==> config.mk <==
export PLATFORM = sky130hd
export DESIGN_NAME = clk_div_bank
export DESIGN_NICKNAME = d
export VERILOG_FILES = /design/src/rtl/clk_div_pkg.sv /design/src/rtl/clk_div_bank_chan.sv /design/src/rtl/clk_div_bank.sv
export SDC_FILE = /design/constraint.sdc
export NUM_CORES = 1
export LEC_CHECK = 0
export ABC_CLOCK_PERIOD_IN_PS = 4600
export CORE_MARGIN = 2
export CORE_UTILIZATION = 60
export DETAILED_ROUTE_END_ITERATION = 10
export PLACE_DENSITY = 0.83
export SETUP_SLACK_MARGIN = 0.2
export SYNTH_ARGS = -nofsm -noshare
export SYNTH_HDL_FRONTEND = slang
export SYNTH_SLANG_ARGS = --single-unit
==> constraint.sdc <==
create_clock -name i_clk -period 4.6 [get_ports i_clk]
set_clock_uncertainty 0.2 [all_clocks]
set_input_delay 0.69 -clock i_clk [delete_from_list [all_inputs] [get_ports i_clk]]
set_output_delay 0.69 -clock i_clk [all_outputs]
set_load 0.02 [all_outputs]
==> src/rtl/clk_div_pkg.sv <==
// clk_div_pkg: shared constants, types and helpers for the clock divider bank.
package clk_div_pkg;

  // Default counter / divisor width.
  localparam int DEF_CNT_W = 16;

  // Default half-period (in clk cycles) loaded into every channel at reset.
  localparam int DEF_DIV = 500;

  // Divisor type at the default width.
  typedef logic [DEF_CNT_W-1:0] div_t;

  // Width of a channel index: max(1, clog2(n)).
  function automatic int ch_w(input int n);
    return (n <= 2) ? 1 : $clog2(n);
  endfunction

endpackage

==> src/rtl/clk_div_bank_chan.sv <==
// clk_div_chan: one divider channel. Holds the half-period counter, the active
// and pending divisors, the divided clock and its rise/fall strobes.
// Optional feature macro: CLK_DIV_MID_TICK_EN (mid-half-period strobe).
module clk_div_chan
  import clk_div_pkg::*;
#(
  parameter int CNT_W       = DEF_CNT_W,
  parameter int DEFAULT_DIV = DEF_DIV
) (
  input  logic             i_clk,
  input  logic             i_rst,
  input  logic             i_en,
  input  logic             i_wr,
  input  logic [CNT_W-1:0] i_wr_div,
  output logic             o_pend_v,
  output logic             o_clk,
  output logic             o_rise,
  output logic             o_fall,
  output logic             o_mid
);

  logic [CNT_W-1:0] r_cnt;
  logic [CNT_W-1:0] r_div;
  logic [CNT_W-1:0] r_pend;
  logic             r_pend_v;
  logic             r_clk;
  logic             r_rise;
  logic             r_fall;
  logic             w_boundary;

  // Last cycle of the current half-period; the divisor is never 0 so div-1 is safe.
  assign w_boundary = (r_cnt == (r_div - CNT_W'(1)));

  // Counter, divided clock, strobes and the pending-divisor handoff.
  always_ff @(posedge i_clk) begin
    if (i_rst) begin
      r_cnt    <= '0;
      r_div    <= CNT_W'(DEFAULT_DIV);
      r_pend   <= '0;
      r_pend_v <= 1'b0;
      r_clk    <= 1'b0;
      r_rise   <= 1'b0;
      r_fall   <= 1'b0;
    end else begin
      // The bank only issues a write while nothing is pending anywhere.
      if (i_wr) begin
        r_pend   <= i_wr_div;
        r_pend_v <= 1'b1;
      end
      if (!i_en) begin
        // Parked: clock held low, a falling strobe only if we were high.
        r_cnt  <= '0;
        r_clk  <= 1'b0;
        r_rise <= 1'b0;
        r_fall <= r_clk;
        if (r_pend_v) begin
          r_div    <= r_pend;
          r_pend_v <= 1'b0;
        end
      end else if (w_boundary) begin
        r_cnt  <= '0;
        r_clk  <= ~r_clk;
        r_rise <= ~r_clk;
        r_fall <= r_clk;
        // Swap divisors only on a high->low boundary so both halves match.
        if (r_clk && r_pend_v) begin
          r_div    <= r_pend;
          r_pend_v <= 1'b0;
        end
      end else begin
        r_cnt  <= r_cnt + CNT_W'(1);
        r_rise <= 1'b0;
        r_fall <= 1'b0;
      end
    end
  end

`ifdef CLK_DIV_MID_TICK_EN
  logic             r_mid;
  logic [CNT_W-1:0] w_cnt_inc;
  logic             w_mid_hit;

  // The counter is about to reach floor(div/2) inside a half-period.
  assign w_cnt_inc = r_cnt + CNT_W'(1);
  assign w_mid_hit = i_en && !w_boundary && (r_div >= CNT_W'(2)) &&
                     (w_cnt_inc == (r_div >> 1));

  // Mid strobe registered in the same stage as the clock and edge strobes.
  always_ff @(posedge i_clk) begin
    if (i_rst) begin
      r_mid <= 1'b0;
    end else begin
      r_mid <= w_mid_hit;
    end
  end

  assign o_mid = r_mid;
`else
  assign o_mid = 1'b0;
`endif

  assign o_pend_v = r_pend_v;
  assign o_clk    = r_clk;
  assign o_rise   = r_rise;
  assign o_fall   = r_fall;

endmodule

==> src/rtl/clk_div_bank.sv <==
// clk_div_bank: bank of independent 50% duty clock dividers with a shared
// valid/ready divisor write port. Owns write decode and the ready reduction.
// Optional feature macro: CLK_DIV_MID_TICK_EN (per-channel mid strobe).
module clk_div_bank
  import clk_div_pkg::*;
#(
  parameter  int NUM_CH      = 2,
  parameter  int CNT_W       = DEF_CNT_W,
  parameter  int DEFAULT_DIV = DEF_DIV,
  localparam int CH_W        = ch_w(NUM_CH)
) (
  input  logic              i_clk,
  input  logic              i_rst,
  input  logic [NUM_CH-1:0] i_en,
  input  logic [CNT_W-1:0]  i_div,
  input  logic [CH_W-1:0]   i_div_ch,
  input  logic              i_div_valid,
  output logic              o_div_ready,
  output logic [NUM_CH-1:0] o_clk,
  output logic [NUM_CH-1:0] o_rise,
  output logic [NUM_CH-1:0] o_fall,
  output logic [NUM_CH-1:0] o_mid
);

  logic              w_accept;
  logic [CNT_W-1:0]  w_div_clamped;
  logic [NUM_CH-1:0] w_wr;
  logic [NUM_CH-1:0] w_pend_v;

  // A zero divisor would never reach a boundary; treat it as 1.
  assign w_div_clamped = (i_div == '0) ? CNT_W'(1) : i_div;

  // Writes to a channel index beyond NUM_CH match no channel and vanish.
  assign w_accept = i_div_valid && o_div_ready;

  // Only one divisor change may be in flight across the whole bank.
  assign o_div_ready = ~|w_pend_v;

  genvar gi;
  generate
    for (gi = 0; gi < NUM_CH; gi++) begin : g_ch
      assign w_wr[gi] = w_accept && (i_div_ch == CH_W'(gi));

      clk_div_chan #(
        .CNT_W       (CNT_W),
        .DEFAULT_DIV (DEFAULT_DIV)
      ) u_chan (
        .i_clk    (i_clk),
        .i_rst    (i_rst),
        .i_en     (i_en[gi]),
        .i_wr     (w_wr[gi]),
        .i_wr_div (w_div_clamped),
        .o_pend_v (w_pend_v[gi]),
        .o_clk    (o_clk[gi]),
        .o_rise   (o_rise[gi]),
        .o_fall   (o_fall[gi]),
        .o_mid    (o_mid[gi])
      );
    end
  endgenerate

endmodule

==> results of run 1 <==
-- sequential cells by signal (all words and copies together) (netlist names) --
name / flops
g_ch.u_chan.o_clk: 2
g_ch.u_chan.o_fall: 2
g_ch.u_chan.o_pend_v: 2
g_ch.u_chan.o_rise: 2
g_ch.u_chan.r_cnt: 32
g_ch.u_chan.r_div: 32
g_ch.u_chan.r_pend: 32
-- layout make-up --
class                      instances  area [um2]
clock buffer                       9         124
clock inverter                     7        61.3
fill                             720        2940
inverter                          12        45.0
multi-input combinational        498        3120
sequential                       104        2080
tap                              108         135
timing repair buffer              30         290
-- report_power, final --
group,total (mW),leakage [nW],internal (mW),switching [mW]
logic,0.162,1.06,0.0691,0.0930
clock network,0.554,0.0945,0.210,0.344
registers,0.961,0.844,0.926,0.0351
-- cells in the final DEF, fill, tap and decap left out, types with 3 or more instances in the layout --
cell type	count
a22oi_1	11
inv_6	3
and3_1	11
nor3b_1	4
nor2_1	64
nor2b_1	5
o21a_1	8
o22ai_1	10
nor3_1	11
nand2_1	108
nand3_1	22
nand4_1	16
nor4_1	8
inv_1	11
a211oi_1	7
o22a_1	6
ha_1	4
o211ai_1	4
dfxtp_1	104
o21ai_0	7
a21o_1	10
o31ai_1	3
xor2_1	31
clkbuf_8	9
clkdlybuf4s50_1	27
nand2b_1	4
or4_1	3
o32a_1	6
a21oi_1	34
xnor2_1	37
mux2i_1	18
-- path summary, 6_finish.rpt --
check / from / end / depth (start not counted)
max: g_ch[1].u_chan.r_div[4]$_SDFFE_PP1P_ / g_ch[1].u_chan.r_div[10]$_SDFFE_PP0P_ / 7
min: g_ch[1].u_chan.r_pend[7]$_SDFFE_PP0P_ / g_ch[1].u_chan.r_pend[7]$_SDFFE_PP0P_ / 2
max reg2reg: g_ch[1].u_chan.r_div[4]$_SDFFE_PP1P_ / g_ch[1].u_chan.r_div[10]$_SDFFE_PP0P_ / 7
min reg2reg: g_ch[1].u_chan.r_pend[7]$_SDFFE_PP0P_ / g_ch[1].u_chan.r_pend[7]$_SDFFE_PP0P_ / 2
-- cell families (layout without fill, tap and decap cells) --
| family | Yosys count | in the layout | synth area share (%) |
|---|---|---|---|
| simple gates | 278 | 278 | 25.1 |
| compound gates | 128 | 128 | 16.7 |
| flops | 104 | 104 | 37.9 |
| xor+xnor | 68 | 68 | 10.9 |
| buf+inv | 57 | 58 | 5.22 |
| mux | 18 | 18 | 3.28 |
| fa+ha+maj | 4 | 4 | 0.912 |
| other cells | 1 | 2 | 0.0683 |
-- worst max-delay path, cell delays in order, from the launching register on --
cell and delay, ns:
dfxtp_1 0.42, nor3_2 0.64, and4_4 0.38, xnor2_1 0.06, a211o_1 0.32, a2111o_1 0.53
o22ai_4 0.58, mux2i_1 0.28
-- per-layer routing --
metal  vias to the layer above  track usage (%)  share of wire, %
met5                         -                0                 0
met4                         0             6.85               1.8
met3                        19             5.13               5.3
met2                       138             41.0                46
met1                      2215             36.2                47
li1                       2305                -                 -
-- through the flow --
stage	std cells	total power, mW
floorplan	659	1.08
global placement	752	1.13
detailed placement	752	1.14
CTS	768	1.68
global route	768	1.75
finish	768	1.68
==> results.cfg, run 1 <==
[synth]
yosys_top_cell_by_area = dfxtp_1
yosys-top-cells-area = dfxtp_1 (38%), nand2_1 (7.4%), xnor2_1 (5.9%), xor2_1 (4.9%), nor2_1 (4.4%)
ys_top_cells_by_count = nand2_1 (108), dfxtp_1 (104), nor2_1 (64)
ys_dominant_reg_cell = dfxtp_1
postSynth.asyncResetShare_pct = 0
yosysWarningCount = 0
synth-seq-cells = 104
post_synth_instance_area_mm2 = 0.00549
synth-edff-count = 0
syn-instance-count = 658
synth_top_area_share_pct = 37.9
synth.most_common_cell = nand2_1
yosysUniqueCellTypes = 68
avgSynthCellArea_um2 = 8.34
synth-seq-area-share_pct = 37.9

[floorplan]
floorplan.initialDensity_pct = 62.3
fp.dieArea_mm2 = 0.00993
core_region_area_mm2 = 0.00881
x_dimension_of_the_die_um = 99.6
boundaryPins = 31
placement_rows = 34
chipHeight_um = 99.6

[grt]
global_route_wire_length_before_repair_um = 20800
grt_use_total_pct = 25.8
grt_max_degree = 66
vias_in_the_first_global_route = 4231
antenna_violations_before_repair = 0
grt_overflow = 0

[clock_network]
post_cts.repair.setup_buffers = 0
cts.root.buffer_cell = clkbuf_8
cts.sinks = 104
cts-hold-fix-buffers = 0
clock_tree_from_tritoncts = built
cts_resized = 0
clk_path_buf_depth = 2
clk_pin_slew_ns = 0.11
clk-insertion-delay-late_ns = 0.37
cts_max_level = 3
cts_inserted_buffers = 9

[worst_setup_path]
critical_path.max_fanout = 16
path_class = flip-flop to flip-flop
timing.critical_path.to_type = flip-flop
arrival_ns = 3.58
regToRegSetupSlack_ns = 1.11
startpoint_type = flip-flop
cp_data_required_time_ns = 4.69

[power_and_ir_drop]
power_per_cell_area_mw_per_mm2 = 286
ir_worst_vdd_v = 0.000216
power_leakage_nw = 2.00

[placed_design]
gp_congestion = 0.892
place_ws_ns = 1.16
dp_hpwl_um = 9050
placedInstanceArea_mm2 = 0.00568
io_port_bufs = 28

[timing]
worst_margin_slew_ns = 1.26
totalNegativeSetupSlack_ns = 0
relSlewSlack_pct = 15.1
rsz0062_at_grt = false
final_setup_violating_endpoints = 0
maxClockFrequency_ghz = 0.286
hold_viol = 0
postLayoutSetupSlackWorst_ns = 1.11
fin_crit_ns = 3.49
drv_slew = 0
period_share_pct = 75.9
hold_ws_ns = 0.262

[routing]
vias = 4677
drcViolationCount = 0
detail_route.first_pass.iterations = 5
initial_drc_count = 293
via_per_inst = 6.09
routed_wire_length_um = 12400
antenna_left = 0
routedWlPerCell_um = 16.2

[finish]
finalCoreUtilization_pct = 66.6
fin_area_mm2 = 0.00586
antenna-diode-count = 0
area_delta_synth_final_pct = 6.79
layout.nets = 681
share_of_final_layout_standard_cells_stronger_than_drive_strength_1_pct = 5.00

[hold_path]
min-delay-path-class = flip-flop to flip-flop

[outcome]
outcome = complete, no violations

[job]
cap_violations = 0
No activity file was read; power rests on OpenSTA's default activity.
==> run 2: changes to the inputs <==
--- a/config.mk
+++ b/config.mk
@@ -5,7 +5,7 @@
 export SDC_FILE = /design/constraint.sdc
 export NUM_CORES = 1
 export LEC_CHECK = 0
-export ABC_CLOCK_PERIOD_IN_PS = 4600
+export ABC_CLOCK_PERIOD_IN_PS = 3450
 export CORE_MARGIN = 2
 export CORE_UTILIZATION = 60
 export DETAILED_ROUTE_END_ITERATION = 10
==> constraint.sdc (replaced) <==
create_clock -name i_clk -period 3.45 [get_ports i_clk]
set_clock_uncertainty 0.2 [all_clocks]
set_input_delay 0.5175 -clock i_clk [delete_from_list [all_inputs] [get_ports i_clk]]
set_output_delay 0.5175 -clock i_clk [all_outputs]
set_load 0.02 [all_outputs]
==> run 2 against run 1 <==
Net effect:
- fmax rose by 12%
- critical endpoint is now g_ch[1].u_chan.r_div[13]$_SDFFE_PP0P_
- wire length rose by 2.5%
- worst setup slack got worse by 0.76 ns
- final cell count rose by 1.3%
- sequential share of layout area fell by 0.66 points
- die area did not move
- via count rose by 2.1%
- worst hold slack improved by 0.0025 ns
- clock power rose by 38%
==> results.cfg, run 2 (synthesized netlist as in run 1, its figures left out) <==
[outcome]
outcome = complete, no violations

[timing]
postLayoutSetupSlackWorst_ns = 0.344
period_share_pct = 90.0
final_setup_violating_endpoints = 0
rsz0062_at_grt = true
drv_slew = 0
relSlewSlack_pct = 48.1
totalNegativeSetupSlack_ns = 0
fin_crit_ns = 3.11
hold_viol = 0
maxClockFrequency_ghz = 0.322
worst_margin_slew_ns = 0.775

[worst_setup_path]
timing.critical_path.to_type = flip-flop
cp_data_required_time_ns = 3.55
critical_path.max_stage_delay_ns = 0.50
cp_slowest_cell = a2111o_1
worst_r2r_startpoint = g_ch[1].u_chan.r_div[0]$_SDFFE_PP0P_
path_class = flip-flop to flip-flop
arrival_ns = 3.21
worst_path_dominant_cell_family = compound AO/OA/AOI/OAI gates
critical_path.max_fanout = 16
crit_chain = inv_1 > ha_1 > or3b_2 > nor3_1 > a22o_1 > nand4_1 > a2111o_1 > o22ai_4 > buf_6 > mux2i_1
startpoint_type = flip-flop
worstReg2RegEnd = g_ch[1].u_chan.r_div[13]$_SDFFE_PP0P_
reg2regPathDepth = 10
worst-path-buf-inv = 2
regToRegSetupSlack_ns = 0.34

[finish]
reg_top3 = g_ch.u_chan.r_cnt (32), g_ch.u_chan.r_div (32), g_ch.u_chan.r_pend (32)
final_cell_mix = nand2_1 (108), dfxtp_1 (104), nor2_1 (64)
share_of_final_layout_standard_cells_stronger_than_drive_strength_1_pct = 6.72
layout.nets = 691
area_delta_synth_final_pct = 8.82
antenna-diode-count = 0
final_common_cell = nand2_1

[clock_network]
clk_pin_slew_ns = 0.12
cts.sinks = 104
cts_inserted_buffers = 9
post_cts.repair.setup_buffers = 0
clk-insertion-delay-late_ns = 0.38
clock_tree_from_tritoncts = built
cts-hold-fix-buffers = 0
cts_resized = 0
cts.root.buffer_cell = clkbuf_8
cts_max_level = 3
clk_path_buf_depth = 2

[power_and_ir_drop]
power.combinational.fraction_pct = 10.0
p_sw_uw = 646
ir_worst_vdd_v = 0.000249
pwr-share-seq_pct = 56.4
netSwitchingFraction_pct = 28.5
power_leakage_nw = 2.08
power_per_cell_area_mw_per_mm2 = 380
cellInternalPower_mw = 1.62
power.share.clock_pct = 33.6

[grt]
grt_overflow = 0
grt_max_degree = 45
grt_use_total_pct = 26.2
global_route_wire_length_before_repair_um = 21200
vias_in_the_first_global_route = 4400
antenna_violations_before_repair = 0

[hold_path]
holdPathStages = 2
holdCritStartpoint = g_ch[1].u_chan.r_pend[14]$_SDFFE_PP0P_
timing.hold.worst_endpoint = g_ch[1].u_chan.r_pend[14]$_SDFFE_PP0P_
min-delay-path-class = flip-flop to flip-flop

[routing]
via_per_inst = 6.14
vias = 4775
detail_route.first_pass.iterations = 5
routed_wire_length_um = 12800
drcViolationCount = 0
initial_drc_count = 367
antenna_left = 0
routedWlPerCell_um = 16.4

[floorplan]
boundaryPins = 31
floorplan.initialDensity_pct = 62.3
fp.dieArea_mm2 = 0.00993
chipHeight_um = 99.6
core_region_area_mm2 = 0.00881
placement_rows = 34
x_dimension_of_the_die_um = 99.6

[placed_design]
io_port_bufs = 28
dp_hpwl_um = 9250
gp_congestion = 0.947
place_ws_ns = 0.242

[job]
cap_violations = 0
[run 2: through the flow]
stage | instances | util (%) | hold WS (ns) | instance area [um2] | power (mW)
global route | 778 | 67.8 | 0.284 | 5970 | 2.36
floorplan | 659 | - | 0.237 | 5490 | 1.45
CTS | 778 | 67.6 | 0.266 | 5960 | 2.28
global placement | 762 | 65.3 | 0.245 | 5750 | 1.52
finish | 778 | 67.8 | 0.265 | 5970 | 2.27
detailed placement | 762 | 65.3 | 0.248 | 5750 | 1.53
[run 2: final cells by class]
| cell class | instances | area, um2 |
|---|---|---|
| clock buffer | 9 | 124 |
| fill | 723 | 2830 |
| multi-input combinational | 498 | 3140 |
| timing repair buffer | 40 | 369 |
| tap | 108 | 135 |
| clock inverter | 7 | 81.3 |
| sequential | 104 | 2080 |
| inverter | 12 | 45.0 |
[run 2: worst max path at each step]
stage	from	endpoint	cells after the start
after floorplan	g_ch[0].u_chan.r_div[9]$_SDFFE_PP0P_	g_ch[0].u_chan.r_div[2]$_SDFFE_PP1P_	9
after CTS	g_ch[1].u_chan.r_div[4]$_SDFFE_PP1P_	g_ch[1].u_chan.r_div[10]$_SDFFE_PP0P_	8
after global placement	g_ch[0].u_chan.r_div[9]$_SDFFE_PP0P_	g_ch[0].u_chan.r_div[15]$_SDFFE_PP0P_	7
final	g_ch[1].u_chan.r_div[0]$_SDFFE_PP0P_	g_ch[1].u_chan.r_div[13]$_SDFFE_PP0P_	10
after detailed placement	g_ch[1].u_chan.r_div[4]$_SDFFE_PP1P_	g_ch[1].u_chan.r_cnt[3]$_SDFF_PP0_	7
after global routing	g_ch[1].u_chan.r_div[0]$_SDFFE_PP0P_	g_ch[1].u_chan.r_div[13]$_SDFFE_PP0P_	10
[run 2: power by group through the flow]
stage / logic, mW / clock network (mW) / registers [mW]
after detailed placement: 0.221 / 0 / 1.31
after floorplan: 0.161 / 0 / 1.28
after global routing: 0.247 / 0.824 / 1.29
after global placement: 0.215 / 0 / 1.30
after CTS: 0.222 / 0.776 / 1.28
final: 0.226 / 0.763 / 1.28
[run 2: layer usage]
| layer | track usage (%) | routed length (um) | up-vias |
|---|---|---|---|
| li1 | - | - | 2321 |
| met1 | 34.9 | 5830 | 2250 |
| met2 | 42.5 | 5910 | 180 |
| met3 | 5.76 | 770 | 24 |
| met4 | 8.64 | 242 | 0 |
| met5 | 0 | 0 | - |
[run 2: worst register-to-register path, delay by kind of cell (launching register included)]
kind,cells,cell delay (ns)
adder cells (fa/ha/maj),1,0.21
AND/OR/NAND/NOR,3,0.83
multiplexers,1,0.22
buffers and inverters,2,0.32
flip-flops,1,0.40
AO/OA/AOI/OAI,3,0.86
